### src/rtl/fetch_pkg.sv
// fetch_pkg: shared constants and helpers for the fetch buffer unit
// Holds the PC increment, the default reset PC and the queue-entry width helper.
package fetch_pkg;
    localparam int unsigned PC_STEP = 4;
    localparam int unsigned DEFAULT_RESET_PC = 0;
    function automatic int entry_width(input int addr_width, input int data_width);
        return addr_width + data_width;
    endfunction
endpackage

### src/rtl/fetch_fifo.sv
// fetch_fifo: circular fetch queue with flush and occupancy count
// Ports: clk, rst (sync, active-high), push/wdata (write at tail), pop (advance head),
// flush (empty queue), rdata (head entry), count (occupancy).
// The caller never pushes when full without a pop, and never pops when empty.
module fetch_fifo #(
    parameter int WIDTH = 64,
    parameter int DEPTH = 4
) (
    input  logic                     clk,
    input  logic                     rst,
    input  logic                     push,
    input  logic                     pop,
    input  logic                     flush,
    input  logic [WIDTH-1:0]         wdata,
    output logic [WIDTH-1:0]         rdata,
    output logic [$clog2(DEPTH):0]   count
);
    localparam int AW = $clog2(DEPTH);
    logic [WIDTH-1:0] mem [DEPTH];
    logic [AW-1:0] head, tail;
    always_ff @(posedge clk) begin
        if (rst || flush) begin
            head  <= '0;
            tail  <= '0;
            count <= '0;
        end else begin
            if (push) tail <= tail + 1'b1;
            if (pop) head <= head + 1'b1;
            count <= count + (AW + 1)'(push) - (AW + 1)'(pop);
        end
    end
    // Storage is left unreset; the top masks the head whenever the queue is empty.
    always_ff @(posedge clk) begin
        if (push) mem[tail] <= wdata;
    end
    assign rdata = mem[head];
endmodule

### src/rtl/fetch_buffer_unit.sv
// fetch_buffer_unit: PC register and fetch control feeding a decoupled fetch queue
// Ports: Clk, Reset (sync, active-high), Fetch_En, ID_PCSrc/ID_new_PC (redirect),
// ID_Ready (head consumed), IMem_Addr/IMem_Data (combinational instruction memory),
// IF_Valid/IF_Instruction/IF_PC4 (head entry, zero when empty), IF_Count (occupancy).
module fetch_buffer_unit
    import fetch_pkg::*;
#(
    parameter int ADDR_WIDTH = 32,
    parameter int DATA_WIDTH = 32,
    parameter int DEPTH = 4,
    parameter logic [ADDR_WIDTH-1:0] RESET_PC = ADDR_WIDTH'(DEFAULT_RESET_PC)
) (
    input  logic                     Clk,
    input  logic                     Reset,
    input  logic                     Fetch_En,
    input  logic                     ID_PCSrc,
    input  logic [ADDR_WIDTH-1:0]    ID_new_PC,
    input  logic                     ID_Ready,
    output logic [ADDR_WIDTH-1:0]    IMem_Addr,
    input  logic [DATA_WIDTH-1:0]    IMem_Data,
    output logic                     IF_Valid,
    output logic [DATA_WIDTH-1:0]    IF_Instruction,
    output logic [ADDR_WIDTH-1:0]    IF_PC4,
    output logic [$clog2(DEPTH):0]   IF_Count
);
    localparam int EW = entry_width(ADDR_WIDTH, DATA_WIDTH);
    localparam int CW = $clog2(DEPTH) + 1;
    logic [ADDR_WIDTH-1:0] pc, pc4;
    logic [EW-1:0] head;
    logic push, pop;
    assign pc4 = pc + ADDR_WIDTH'(PC_STEP);
    assign IF_Valid = IF_Count != '0;
    assign pop = IF_Valid & ID_Ready & ~ID_PCSrc;
    // A full queue still accepts a fetch when the head leaves in the same cycle.
    assign push = Fetch_En & ~ID_PCSrc & ((IF_Count < CW'(DEPTH)) | pop);
    always_ff @(posedge Clk) begin
        if (Reset) pc <= RESET_PC;
        else if (ID_PCSrc) pc <= ID_new_PC & ~ADDR_WIDTH'(3);
        else if (push) pc <= pc4;
    end
    fetch_fifo #(.WIDTH(EW), .DEPTH(DEPTH)) u_fifo (
        .clk(Clk),
        .rst(Reset),
        .push(push),
        .pop(pop),
        .flush(ID_PCSrc),
        .wdata({pc4, IMem_Data}),
        .rdata(head),
        .count(IF_Count)
    );
    assign IMem_Addr = pc;
    assign IF_Instruction = IF_Valid ? head[DATA_WIDTH-1:0] : '0;
    assign IF_PC4 = IF_Valid ? head[EW-1:DATA_WIDTH] : '0;
endmodule

### config.mk
export PLATFORM = sky130hd
export DESIGN_NAME = fetch_buffer_unit
export DESIGN_NICKNAME = d
export VERILOG_FILES = /design/src/rtl/fetch_pkg.sv /design/src/rtl/fetch_fifo.sv /design/src/rtl/fetch_buffer_unit.sv
export SDC_FILE = /design/constraint.sdc
export NUM_CORES = 1
export LEC_CHECK = 0
export ABC_AREA = 1
export ABC_CLOCK_PERIOD_IN_PS = 2800
export BUFFER_PORTS_ARGS = -buffer_cell sky130_fd_sc_hd__buf_2
export CORE_ASPECT_RATIO = 1.75
export CORE_MARGIN = 2
export CORE_UTILIZATION = 54
export CTS_BUF_LIST = sky130_fd_sc_hd__clkbuf_8
export DETAILED_ROUTE_END_ITERATION = 12
export PLACE_DENSITY = 0.84
export SLEW_MARGIN = 10
export SYNTH_ARGS = -nofsm -noshare
export SYNTH_HDL_FRONTEND = slang
export SYNTH_HIERARCHICAL = 1
export SYNTH_SLANG_ARGS = --single-unit
### constraint.sdc
create_clock -name Clk -period 2.8 [get_ports Clk]
set_input_delay 0.28 -clock Clk [delete_from_list [all_inputs] [get_ports Clk]]
set_output_delay 0.28 -clock Clk [all_outputs]
set_load 0.05 [all_outputs]
Yosys cells after proc, flatten, opt, wreduce, memory -nomap -nowiden --
Memories as Yosys holds them, arrays and structs flattened. A register that Yosys moved wholly into a read port is not among the register bits. Index checks and enable logic that the tools add are counted.
Cells by class: add/subtract/negate cells 5, magnitude comparators 1, muxes and demuxes 8, bitwise gates (word level) 6, reduce and logical (&&, ||, !) cells 4
Operators by type and width (number):
- 32-bit 2-to-1 mux | 4
- 32-bit by 3-bit adder with 32-bit output (second input constant) | 1
- 2-bit by 1-bit adder with 2-bit output (second input constant) | 2
- 1-bit bitwise AND | 4
- 2-bit 2-to-1 mux | 2
- 3-bit by 1-bit adder with 3-bit output | 1
- 3-bit less-than comparator (second input constant) | 1
- 3-bit nonzero test | 1
- 3-bit by 1-bit subtractor with 3-bit output | 1
- 1-bit 2-to-1 mux | 2
- 2-bit nonzero test | 1
- 2-bit OR reduction | 1
- 1-bit logical OR | 1
- 1-bit NOT | 1
- 1-bit OR | 1
Storage, ports and cells: register bits 39, memory bits (writable) 256, output and inout bits 100, word-level logic and storage cells 30, memories 1
Memory list:
- u_fifo.mem | depth 4, width 64, read ports 1, clocked after memory_dff 1, write ports 1, RTL line fetch_fifo.sv:19 | logic [WIDTH-1:0] mem [DEPTH];

Logic depth before layout (Yosys ltp) --
word-level depth 7, mapped depth 11, mapped depth without buffers 10

By module --
The synthesis kept the hierarchy.
Modules (own cells, without submodules):
- fetch_fifo | times used 1, cells an instance 741, area an instance 10019.6 um^2
- fetch_buffer_unit | times used 1, cells an instance 514, area an instance 2801.4 um^2

Worst setup path before layout --
No wires, ideal clock.
path kind register to register, from register u_fifo.count[2], to memory u_fifo.mem[0][0], enable pin, data arrival time 2.527 ns, data required time 2.382 ns, setup slack -0.145 ns, stages on the path, launching flop included 8, path buffers 2, clock period less this slack 2.945 ns, cell sequence dfxtp_1 nand2_1 nand3_1 inv_1 buf_2 buf_2 nand2_1 inv_1
Between the ends: longest elaborated chain between the ends 7, elaborated cells on any way between the ends 8
RTL lines:
- start: declaration | RTL line fetch_fifo.sv:16 | output logic [$clog2(DEPTH):0] count
- start signal: assignment | RTL line fetch_fifo.sv:29 | count <= count + (AW + 1)'(push) - (AW + 1)'(pop);
- 3-bit nonzero test | RTL line fetch_buffer_unit.sv:32 | assign IF_Valid = IF_Count != '0;
- 1-bit bitwise AND (2 in a row) | RTL line fetch_buffer_unit.sv:33 | assign pop = IF_Valid & ID_Ready & ~ID_PCSrc;
- 1-bit OR * | RTL line fetch_buffer_unit.sv:35 | assign push = Fetch_En & ~ID_PCSrc & ((IF_Count < CW'(DEPTH)) | pop);
- 1-bit bitwise AND * | RTL line fetch_buffer_unit.sv:35
- named net push | RTL line fetch_buffer_unit.sv:30 | logic push, pop;
- 1-bit 2-to-1 mux * | RTL line fetch_fifo.sv:34 | if (push) mem[tail] <= wdata;
- 1-bit 2-to-1 mux (not written as such) * | RTL line fetch_fifo.sv:34
- end: declaration | RTL line fetch_fifo.sv:19
The timed path passes the listed nets; every way through them passes the cells marked *.

==> impl_metrics.ini <==
[route]
dr_total_vias = 9485
ant_nets = 0
first_pass_iters = 5
drc = 0
drtIter0Drc = 643
wirelength_um = 29000
wire_per_inst_um = 16.1
detail_route.vias_per_cell = 5.27

[critical_path]
cp.arrival_ps = 2300
cp-start-kind = flop
r2r-start = u_fifo/count[2]
required_ps = 2520
regToRegEndpoint = u_fifo/mem[1][28]
r2r_cells = 6
crit_fanout = 67
ff2ff_setup_slack_ps = 740
critPathKind = flop to output pin
endpoint_kind = output pin

[logic_synthesis]
ys_types = 33
synth_async_sr_flop_share = 0
synth_area_sq_um = 12800
ys_warn_count = 6
synthCells = 1255
synth_ff_type = edfxtp_1
avgSynthCellArea_sq_um = 10.2
synth-seq-area-share = 0.660
synth_edf_count = 256
synth_seq_cells = 295

[layout]
final_common_cell = nor2_1
drive_above_1_share = 0.189
nNetsFinal = 1543
n_fill_cell = 1805
postLayoutCellArea_sq_um = 15300
layout_common_cells = nor2_1 (289), edfxtp_1 (256), nand2_1 (166)
syn2layout_area_growth_pct = 19.2

[cts]
root_buffer = clkbuf_8
cts.path.max_buffers = 3
cts_tree = built
cts.sink_count = 295
clk_pin_slew_worst_paths_ps = 60
numCtsBuffers = 39
insertion_delay_ps = 540
postCtsSetupBuffers = 0
htreeDepth = 2

[floorplanning]
die_w_um = 120
io_pins = 169
die-area_sq_um = 25000
start_util = 0.549
rows = 74
core_area_sq_um = 23300
die_h_um = 208

[hold_path]
hp-class = input port to flop
hp-start = ID_new_PC[7]
hold_depth = 3
hold_end = IMem_Addr[7]

[grt]
grt_max_degree = 72
grt_pass1_wl_um = 45100
grt_antenna_before_repair = 1
track_usage = 0.229
grt_pass1_vias = 9321
overflow = 0

[placement]
gp_congestion = 0.965
port_buffers = 164
dpl-instance-area_sq_um = 14100
place_hpwl_um = 18500

[sta]
finalCritPeriodShare = 0.921
rsz0062_at_grt = false
max_slew_margin = 0.483
setup_viol = 0
maxSlewViolCount = 0
tns_ps = 0
fin_crit_ps = 2580
fmax_mhz = 388
hold_violations = 0
fin_hold_ws_ps = 26.4
worst_pin_slew_ps = 776
fin_worst_skew_ps = 36.6

[flow_run]
drv_cap = 0

[power_and_ir_drop]
leakage_nw = 6.20
power.density_nw_per_um2 = 587
max-vdd-ir-drop_uv = 308
power_mw = 8.97

[run_status]
outcome = complete, no violations
state kept, by name, summed over array words and instances, names as in the netlist, named ones only:
register,count
IMem_Addr,30
u_fifo/count,3
u_fifo/mem,256
u_fifo/head,2
u_fifo/tail,2
cell usage after synthesis (2+ instances only):
library cell,number,share of area
a21oi_1,26,0.010
a31oi_1,6,0.0029
and2_1,4,0.0020
buf_1,5,0.0015
buf_2,23,0.0090
buf_4,7,0.0041
clkbuf_1,26,0.0076
dfxtp_1,39,0.061
edfxtp_1,256,0.60
ha_1,7,0.0068
inv_1,125,0.037
inv_2,5,0.0015
nand2_1,166,0.049
nand2_2,7,0.0034
nand2_4,2,0.0018
nand3_1,17,0.0066
nor2_1,289,0.085
nor2_2,4,0.0020
nor2_4,7,0.0061
nor2_8,2,0.0031
nor3_1,4,0.0016
o21ai_0,72,0.028
o21ai_1,134,0.052
xnor2_1,4,0.0027
xor2_1,4,0.0027
xor2_2,7,0.0089
power breakdown:
group	internal (mW)	total [mW]	leakage, nW	switching [mW]
clock	1.66	3.20	0.430	1.54
sequential	4.87	4.93	2.65	0.0592
combinational	0.231	0.845	3.13	0.614
stage by stage:
stage	cells	utilization	setup WS [ps]
6_report	1799	0.655	222
5_1_grt	1799	0.655	83.8
4_1_cts	1798	0.655	102
3_5_place_dp	1691	0.605	503
3_3_place_gp	1691	0.605	569
2_1_floorplan	1264	-	109
critical path: stages, from the launching register on:
cell and delay [ps]:
dfxtp_4 510, buf_12 310, o21ai_0 170, o21ai_1 140, inv_1 50, nor2_1 210, buf_2 320
worst max path at each step:
stage          slack, ps                 to  cells past startpoint
4_1_cts              100         IF_PC4[15]                      8
5_1_grt               80          IF_PC4[9]                      8
3_3_place_gp         570   u_fifo/mem[0][0]                      7
2_1_floorplan        110   u_fifo/mem[0][0]                      7
6_report             220         IF_PC4[30]                      6
3_5_place_dp         500  u_fifo/mem[1][57]                      7
area by class of cell:
type                    instances  area, sq um  area share
inverters                     130          507      0.0332
repair buffers                222         1530      0.0999
clock inverters                24          156      0.0102
diodes                          1         2.50    0.000164
well taps                     304          380      0.0249
clock buffers                  45          619      0.0405
flip-flops and latches        295         8470       0.554
multi-input cells             778         3620       0.237
cell families (layout without fill, tap and decap cells):
kind of cell	Yosys count	in the layout	share of synthesized area
AOI/OAI and AO/OA	241	241	0.0954
xor gates and xnor gates	15	15	0.0143
adders and majority gates	8	8	0.00839
buffers and inverters	191	421	0.0602
DFF	295	295	0.660
other	1	11	0.000292
and+or+nand+nor	504	504	0.161
per-layer routing:
metal	GRT usage	vias to the layer above	routed length (um)
li1	-	4564	-
met1	0.235	4518	10300
met2	0.442	327	16100
met3	0.0275	76	1430
met4	0.115	0	1200
met5	0	-	0
repair_timing:
item	CTS	global route
resized for setup	0	1
endpoints found under the setup margin	0	6
hold endpoints to repair	134	0
hold buffers	38	0
No activity file was read; power rests on OpenSTA's default activity.
